===== src/rtl/pong_game_ctrl_if.sv =====
// Pong game-logic bundle: timing/button inputs toward the controller and
// paddle/ball/status outputs toward the drawer.
//   master: drives sx, sy, btn_up, btn_down; observes all outputs
//   slave : the game controller itself
interface pong_game_ctrl_if;
  logic [9:0] sx;
  logic [9:0] sy;
  logic       btn_up;
  logic       btn_down;
  logic [9:0] paddle0_pos;
  logic [9:0] ball_pos_x;
  logic [9:0] ball_pos_y;
  logic [1:0] game_state;
  logic [3:0] miss_count;
  logic       frame_update;

  modport master (
    output sx, sy, btn_up, btn_down,
    input  paddle0_pos, ball_pos_x, ball_pos_y,
    input  game_state, miss_count, frame_update
  );

  modport slave (
    input  sx, sy, btn_up, btn_down,
    output paddle0_pos, ball_pos_x, ball_pos_y,
    output game_state, miss_count, frame_update
  );
endinterface


===== src/rtl/pong_game_ctrl.sv =====
// Pong game controller: updates paddle/ball once per frame at the start of
// vertical blanking (sx==0, sy==V_ACTIVE) and runs the SERVE/PLAY/MISS FSM.
//   clk_pxl : pixel clock
//   reset   : asynchronous active-high reset
//   io      : slave side of pong_game_ctrl_if (sx/sy/buttons in,
//             paddle0_pos, ball_pos_x/y, game_state, miss_count,
//             frame_update out)
module pong_game_ctrl #(
  parameter int unsigned H_ACTIVE     = 640,
  parameter int unsigned V_ACTIVE     = 480,
  parameter int unsigned PADDLE_X     = 16,
  parameter int unsigned PADDLE_W     = 8,
  parameter int unsigned PADDLE_H     = 64,
  parameter int unsigned BALL_SIZE    = 8,
  parameter int unsigned BALL_SPEED   = 2,
  parameter int unsigned PADDLE_SPEED = 4,
  parameter int unsigned SERVE_FRAMES = 60,
  parameter int unsigned MISS_FRAMES  = 30
) (
  input logic clk_pxl,
  input logic reset,
  pong_game_ctrl_if.slave io
);

  typedef enum logic [1:0] {
    ST_SERVE = 2'd0,
    ST_PLAY  = 2'd1,
    ST_MISS  = 2'd2,
    ST_BAD   = 2'd3
  } state_t;

  localparam logic [10:0] PAD_RST  = 11'((V_ACTIVE - PADDLE_H) / 2);
  localparam logic [10:0] PAD_MAX  = 11'(V_ACTIVE - PADDLE_H);
  localparam logic [10:0] PAD_STEP = 11'(PADDLE_SPEED);
  localparam logic [10:0] PAD_HGT  = 11'(PADDLE_H);
  localparam logic [10:0] X_CTR    = 11'((H_ACTIVE - BALL_SIZE) / 2);
  localparam logic [10:0] Y_CTR    = 11'((V_ACTIVE - BALL_SIZE) / 2);
  localparam logic [10:0] X_MAX    = 11'(H_ACTIVE - BALL_SIZE);
  localparam logic [10:0] Y_MAX    = 11'(V_ACTIVE - BALL_SIZE);
  localparam logic [10:0] X_FACE   = 11'(PADDLE_X + PADDLE_W);
  localparam logic [10:0] STEP     = 11'(BALL_SPEED);
  localparam logic [10:0] BSIZE    = 11'(BALL_SIZE);
  localparam logic [9:0]  TICK_Y   = 10'(V_ACTIVE);
  localparam logic [7:0]  SERVE_LAST = 8'(SERVE_FRAMES - 1);
  localparam logic [7:0]  MISS_LAST  = 8'(MISS_FRAMES - 1);

  logic       up_s1_q, up_s2_q;
  logic       dn_s1_q, dn_s2_q;

  logic [9:0] pad_q, pad_d;
  logic [9:0] x_q, x_d;
  logic [9:0] y_q, y_d;
  logic       dx_q, dx_d;   // 1 = moving right
  logic       dy_q, dy_d;   // 1 = moving down
  state_t     st_q, st_d;
  logic [7:0] cnt_q, cnt_d;
  logic [3:0] miss_q, miss_d;
  logic       fu_q, fu_d;

  logic        tick;
  logic        up_only, dn_only;
  logic [10:0] pad11, x11, y11;
  logic [10:0] pad_dn;
  logic        at_face, hit;

  assign tick    = (io.sx == 10'd0) && (io.sy == TICK_Y);
  assign up_only = up_s2_q & ~dn_s2_q;
  assign dn_only = dn_s2_q & ~up_s2_q;

  assign pad11  = {1'b0, pad_q};
  assign x11    = {1'b0, x_q};
  assign y11    = {1'b0, y_q};
  assign pad_dn = pad11 + PAD_STEP;

  // x - STEP <= X_FACE, rearranged so nothing can go negative
  assign at_face = x11 <= (X_FACE + STEP);
  assign hit     = ((y11 + BSIZE) > pad11) && (y11 < (pad11 + PAD_HGT));

  always_comb begin
    pad_d  = pad_q;
    x_d    = x_q;
    y_d    = y_q;
    dx_d   = dx_q;
    dy_d   = dy_q;
    st_d   = st_q;
    cnt_d  = cnt_q;
    miss_d = miss_q;
    fu_d   = tick;

    if (tick) begin
      if (up_only) begin
        pad_d = (pad11 >= PAD_STEP) ? 10'(pad11 - PAD_STEP) : 10'd0;
      end else if (dn_only) begin
        pad_d = (pad_dn > PAD_MAX) ? 10'(PAD_MAX) : 10'(pad_dn);
      end

      unique case (st_q)
        ST_SERVE: begin
          if (cnt_q == SERVE_LAST) begin
            cnt_d = 8'd0;
            st_d  = ST_PLAY;
          end else begin
            cnt_d = cnt_q + 8'd1;
          end
        end

        ST_PLAY: begin
          if (dy_q && ((y11 + STEP) >= Y_MAX)) begin
            y_d  = 10'(Y_MAX);
            dy_d = 1'b0;
          end else if (!dy_q && (y11 <= STEP)) begin
            y_d  = 10'd0;
            dy_d = 1'b1;
          end else if (dy_q) begin
            y_d = 10'(y11 + STEP);
          end else begin
            y_d = 10'(y11 - STEP);
          end

          if (dx_q) begin
            if ((x11 + STEP) >= X_MAX) begin
              x_d  = 10'(X_MAX);
              dx_d = 1'b0;
            end else begin
              x_d = 10'(x11 + STEP);
            end
          end else if (at_face) begin
            if (hit) begin
              x_d  = 10'(X_FACE);
              dx_d = 1'b1;
            end else begin
              // ball leaves the field: freeze it where it went out
              x_d    = 10'd0;
              y_d    = y_q;
              dy_d   = dy_q;
              miss_d = (miss_q == 4'hf) ? miss_q : miss_q + 4'd1;
              cnt_d  = 8'd0;
              st_d   = ST_MISS;
            end
          end else begin
            x_d = 10'(x11 - STEP);
          end
        end

        ST_MISS: begin
          if (cnt_q == MISS_LAST) begin
            x_d   = 10'(X_CTR);
            y_d   = 10'(Y_CTR);
            dx_d  = 1'b1;
            cnt_d = 8'd0;
            st_d  = ST_SERVE;
          end else begin
            cnt_d = cnt_q + 8'd1;
          end
        end

        default: begin
          cnt_d = 8'd0;
          st_d  = ST_SERVE;
        end
      endcase
    end
  end

  always_ff @(posedge clk_pxl or posedge reset) begin
    if (reset) begin
      up_s1_q <= 1'b0;
      up_s2_q <= 1'b0;
      dn_s1_q <= 1'b0;
      dn_s2_q <= 1'b0;
      pad_q   <= 10'(PAD_RST);
      x_q     <= 10'(X_CTR);
      y_q     <= 10'(Y_CTR);
      dx_q    <= 1'b1;
      dy_q    <= 1'b1;
      st_q    <= ST_SERVE;
      cnt_q   <= 8'd0;
      miss_q  <= 4'd0;
      fu_q    <= 1'b0;
    end else begin
      up_s1_q <= io.btn_up;
      up_s2_q <= up_s1_q;
      dn_s1_q <= io.btn_down;
      dn_s2_q <= dn_s1_q;
      pad_q   <= pad_d;
      x_q     <= x_d;
      y_q     <= y_d;
      dx_q    <= dx_d;
      dy_q    <= dy_d;
      st_q    <= st_d;
      cnt_q   <= cnt_d;
      miss_q  <= miss_d;
      fu_q    <= fu_d;
    end
  end

  assign io.paddle0_pos  = pad_q;
  assign io.ball_pos_x   = x_q;
  assign io.ball_pos_y   = y_q;
  assign io.game_state   = st_q;
  assign io.miss_count   = miss_q;
  assign io.frame_update = fu_q;

endmodule

===== src/flat_wrapper.sv =====
// flat-port wrapper written by rule: the top's interface ports become plain ports
module pong_game_ctrl_flat 
#(
  parameter int unsigned H_ACTIVE     = 640,
  parameter int unsigned V_ACTIVE     = 480,
  parameter int unsigned PADDLE_X     = 16,
  parameter int unsigned PADDLE_W     = 8,
  parameter int unsigned PADDLE_H     = 64,
  parameter int unsigned BALL_SIZE    = 8,
  parameter int unsigned BALL_SPEED   = 2,
  parameter int unsigned PADDLE_SPEED = 4,
  parameter int unsigned SERVE_FRAMES = 60,
  parameter int unsigned MISS_FRAMES  = 30
)
  (clk_pxl, reset, io_sx, io_sy, io_btn_up, io_btn_down, io_paddle0_pos, io_ball_pos_x, io_ball_pos_y, io_game_state, io_miss_count, io_frame_update);
  pong_game_ctrl_if io_i ();
  input logic clk_pxl;
  input logic reset;
  input wire logic [$bits(io_i.sx)-1:0] io_sx;
  input wire logic [$bits(io_i.sy)-1:0] io_sy;
  input wire logic [$bits(io_i.btn_up)-1:0] io_btn_up;
  input wire logic [$bits(io_i.btn_down)-1:0] io_btn_down;
  output wire logic [$bits(io_i.paddle0_pos)-1:0] io_paddle0_pos;
  output wire logic [$bits(io_i.ball_pos_x)-1:0] io_ball_pos_x;
  output wire logic [$bits(io_i.ball_pos_y)-1:0] io_ball_pos_y;
  output wire logic [$bits(io_i.game_state)-1:0] io_game_state;
  output wire logic [$bits(io_i.miss_count)-1:0] io_miss_count;
  output wire logic [$bits(io_i.frame_update)-1:0] io_frame_update;
  assign io_i.sx = io_sx;
  assign io_i.sy = io_sy;
  assign io_i.btn_up = io_btn_up;
  assign io_i.btn_down = io_btn_down;
  assign io_paddle0_pos = io_i.paddle0_pos;
  assign io_ball_pos_x = io_i.ball_pos_x;
  assign io_ball_pos_y = io_i.ball_pos_y;
  assign io_game_state = io_i.game_state;
  assign io_miss_count = io_i.miss_count;
  assign io_frame_update = io_i.frame_update;
  pong_game_ctrl #(.H_ACTIVE(H_ACTIVE), .V_ACTIVE(V_ACTIVE), .PADDLE_X(PADDLE_X), .PADDLE_W(PADDLE_W), .PADDLE_H(PADDLE_H), .BALL_SIZE(BALL_SIZE), .BALL_SPEED(BALL_SPEED), .PADDLE_SPEED(PADDLE_SPEED), .SERVE_FRAMES(SERVE_FRAMES), .MISS_FRAMES(MISS_FRAMES)) u_core (.clk_pxl(clk_pxl), .reset(reset), .io(io_i));
endmodule

===== config.mk =====
export PLATFORM = sky130hd
export DESIGN_NAME = pong_game_ctrl_flat
export DESIGN_NICKNAME = d
export VERILOG_FILES = /design/src/rtl/pong_game_ctrl_if.sv /design/src/rtl/pong_game_ctrl.sv /design/src/flat_wrapper.sv
export SDC_FILE = /design/constraint.sdc
export NUM_CORES = 1
export LEC_CHECK = 0
export CORE_UTILIZATION = 40
export DETAILED_ROUTE_END_ITERATION = 7
export HOLD_SLACK_MARGIN = 0.03
export SYNTH_ARGS = -nofsm -noshare
export SYNTH_HDL_FRONTEND = slang
export SYNTH_SLANG_ARGS = --single-unit

===== constraint.sdc =====
create_clock -name clk_pxl -period 4.45 [get_ports clk_pxl]
set_input_delay 0.89 -clock clk_pxl [delete_from_list [all_inputs] [get_ports clk_pxl]]
set_output_delay 0.89 -clock clk_pxl [all_outputs]
set_load 0.005 [all_outputs]

==> metrics <==
status finished, final reports clean; CTS HTree Levels 2; register area share after synthesis 28.86%; Fmax 270.3 MHz; Tot Pwr 1.162 mW; Root Driver clkbuf_8; data required time of the worst path 4.65 ns; Resize count post-CTS 0; RSZ-0062 raised after global routing false; Peak VDD IR 132.2 uV; CTS tree done; post-CTS setup buffer count 0; fin util 49.04%; flops & latches, synth 47; Layout area overhead 17.38%; number of fill cells 985; slew of the pin with the lowest slew margin 1.002 ns; CTS Buf Count 5; setup TNS 0 ns; initial antenna violation count 0; Residual DRC 0; # port buffers 56; Final Max Slew Viols 0; ratio of final minimum period to clock period 83.14%; DR WL/cell 16.29 um; clk_skew 0.009761 ns; global-route wire length before repair 18.36 mm; Core Region 9910 um2; Worst Path Arrival 3.89 ns; Final setup viols 0; Reg area 1195 um2; max-slew headroom at the worst pin 33.13%; height of the chip 103.7 um; hold buffers post-CTS 0; Critical Path Fanout Max 15; IO Pins 61; vias in the first global route 3,680; max-cap violations 0; row count 36; Worst R2R Setup Slack 0.75 ns; Post-Synthesis Cell Area 4140 um2; NumNets Final 600; worst hold path class reg -> reg; area leader, netlist dfrtp_1; FFs w/ async S/R, synth 100.0%; Final Hold Vio Count 0; endpoint class of the critical path register; unique cell type count in the Yosys netlist 76; Final min period 3.700 ns; Initial Utilization 41.78%; clk sink count 47; kind of critical path reg -> reg; DRT antenna net count 0; clk slew on worst S/H paths 0.10 ns; Bufs on Longest Clock Path 2; via count 3,948; area of the multi-input gates 2668 um2; gr usage total 20.56%; diode count 0; Main synth FF type dfrtp_1; Via density 5.858; Critical Path Source Type register; 1st-iter DRT viols 209; drt first pass iters 4; Die ar. 10,760 um2; final WL 10.98 mm; global route overflow 0; DP HPWL 8.083 mm; Post-synth EDFFs 0; gpl congestion 0.8742; largest net degree at the start of global routing 48; Pwr Density 239.1 nW/um2; Cells after Synth 504; share of post-route cells with drive strength above 1 9.057%; Avg Synthesized Cell Area 8.215 um2; Static Leak 1.988 nW; Area contributors post-synth dfrtp_1 19%, ha_1 11%, dfstp_2 9.5%; Synth top area share 19.34%; synth warn 0; clk_lat worst skew 0.31 ns; die width 103.7 um
-- logic make-up after synthesis --
| logic type | share of synthesized area, % |
|---|---|
| xor+xnor | 4.443 |
| flops | 28.86 |
| mux | 2.115 |
| fa+ha+maj | 10.88 |
| buf+inv | 6.981 |
| simple gates | 22.15 |
| other cells | 0.09057 |
| compound gates | 24.48 |
-- flip-flops by register name, indices dropped and copies added, names as in the netlist --
| name | cells |
|---|---|
| u_core.io.miss_count | 4 |
| u_core.dy_q | 1 |
| u_core.io.ball_pos_x | 9 |
| u_core.dn_s2_q | 1 |
| u_core.cnt_q | 8 |
| u_core.up_s1_q | 1 |
| u_core.up_s2_q | 1 |
| u_core.dn_s1_q | 1 |
| u_core.io.game_state | 2 |
| u_core.dx_q | 1 |
| u_core.io.paddle0_pos | 8 |
| u_core.io.frame_update | 1 |
| u_core.io.ball_pos_y | 9 |
-- critical path, stage by stage, from the launching register on --
cell      delay [ns]
dfrtp_1         0.60
ha_1            0.38
inv_1           0.09
nor2_1          0.14
xnor2_1         0.08
ha_1            0.31
nand3_1         0.12
a211oi_1        0.22
nor4_1          0.09
or3_1           0.40
o21ai_2         0.57
or2_2           0.25
mux2_2          0.32
-- per-stage QoR --
| step | std cells | hold WS [ns] | setup WS [ns] | cell area (um2) |
|---|---|---|---|---|
| 4_1_cts | 674 | 0.3542 | 0.7822 | 4860 |
| 3_5_place_dp | 666 | 0.3385 | 0.7564 | 4738 |
| 2_1_floorplan | 507 | 0.3312 | 1.329 | 4151 |
| 5_1_grt | 674 | 0.3528 | 0.4616 | 4860 |
| 6_report | 674 | 0.3450 | 0.7504 | 4860 |
| 3_3_place_gp | 666 | 0.3341 | 0.8077 | 4738 |
-- final cells by class --
class / count / share of cell area, %
clock buffers: 6 / 1.699
inverters: 33 / 2.600
repair buffers: 59 / 12.00
clock inverters: 2 / 0.7981
flip-flops and latches: 47 / 24.59
well taps: 133 / 3.424
multi-input cells: 394 / 54.89
-- report_power, final --
| part | internal, mW | switching (mW) | leakage (nW) |
|---|---|---|---|
| registers | 0.444 | 0.0314 | 0.573 |
| logic | 0.126 | 0.214 | 1.35 |
| clock network | 0.185 | 0.161 | 0.0618 |
-- per-layer routing --
layer | routed length [um] | up-vias | global-route usage, %
met5 | 0 | - | 0
met2 | 5273 | 123 | 34.80
met1 | 5159 | 1908 | 28.11
met4 | 95 | 0 | 4.694
met3 | 451 | 8 | 2.266
li1 | - | 1909 | -
-- path summary, 6_finish.rpt --
kind                                          from                       end  depth (start not counted)
max in group asynchronous                    reset   u_core.io.ball_pos_y[8]                          2
setup reg to reg           u_core.io.ball_pos_y[4]   u_core.io.miss_count[1]                         12
hold reg to reg                     u_core.dn_s1_q            u_core.dn_s2_q                          0
setup / recovery           u_core.io.ball_pos_y[4]   u_core.io.miss_count[1]                         12
min in group asynchronous                    reset  u_core.io.paddle0_pos[5]                          2
hold / removal                      u_core.dn_s1_q            u_core.dn_s2_q                          0
-- cell usage in the layout (no fill, tap or decap), drive strengths merged, types with 4 or more instances in the layout --
cell type,instances
or2,4
nand4,6
dfstp,15
clkbuf,6
xor2,7
ha,36
o31ai,5
or3,6
nor4,10
clkdlybuf4s50,56
a221o,6
nand2b,6
a21oi,39
nor2,39
xnor2,14
or4,4
a21o,5
a211oi,5
a311oi,5
o211ai,6
o21ai,33
dfrtp,32
conb,4
inv,34
a21boi,5
and2,6
nand2,38
nor3,14
nand3,29
mux2,6
a31oi,4
a22o,7
-- synth_stat cells, types with 4 or more instances --
cell / number
nor2_1: 39
a21oi_1: 38
nand2_1: 37
ha_1: 36
dfrtp_1: 32
inv_1: 32
nand3_1: 28
o21ai_0: 27
clkbuf_1: 20
dfstp_2: 15
nor3_1: 14
xnor2_1: 14
nor4_1: 10
a22o_1: 7
xor2_1: 7
a221o_1: 6
and2_1: 6
mux2_2: 6
nand2b_1: 6
nand4_1: 6
o211ai_1: 6
a21o_1: 5
a311oi_1: 5
buf_4: 5
or3_1: 5
a21boi_0: 4
a31oi_1: 4
o21ai_1: 4
o31ai_1: 4
Note: power is estimated with default switching activity, not from simulation.
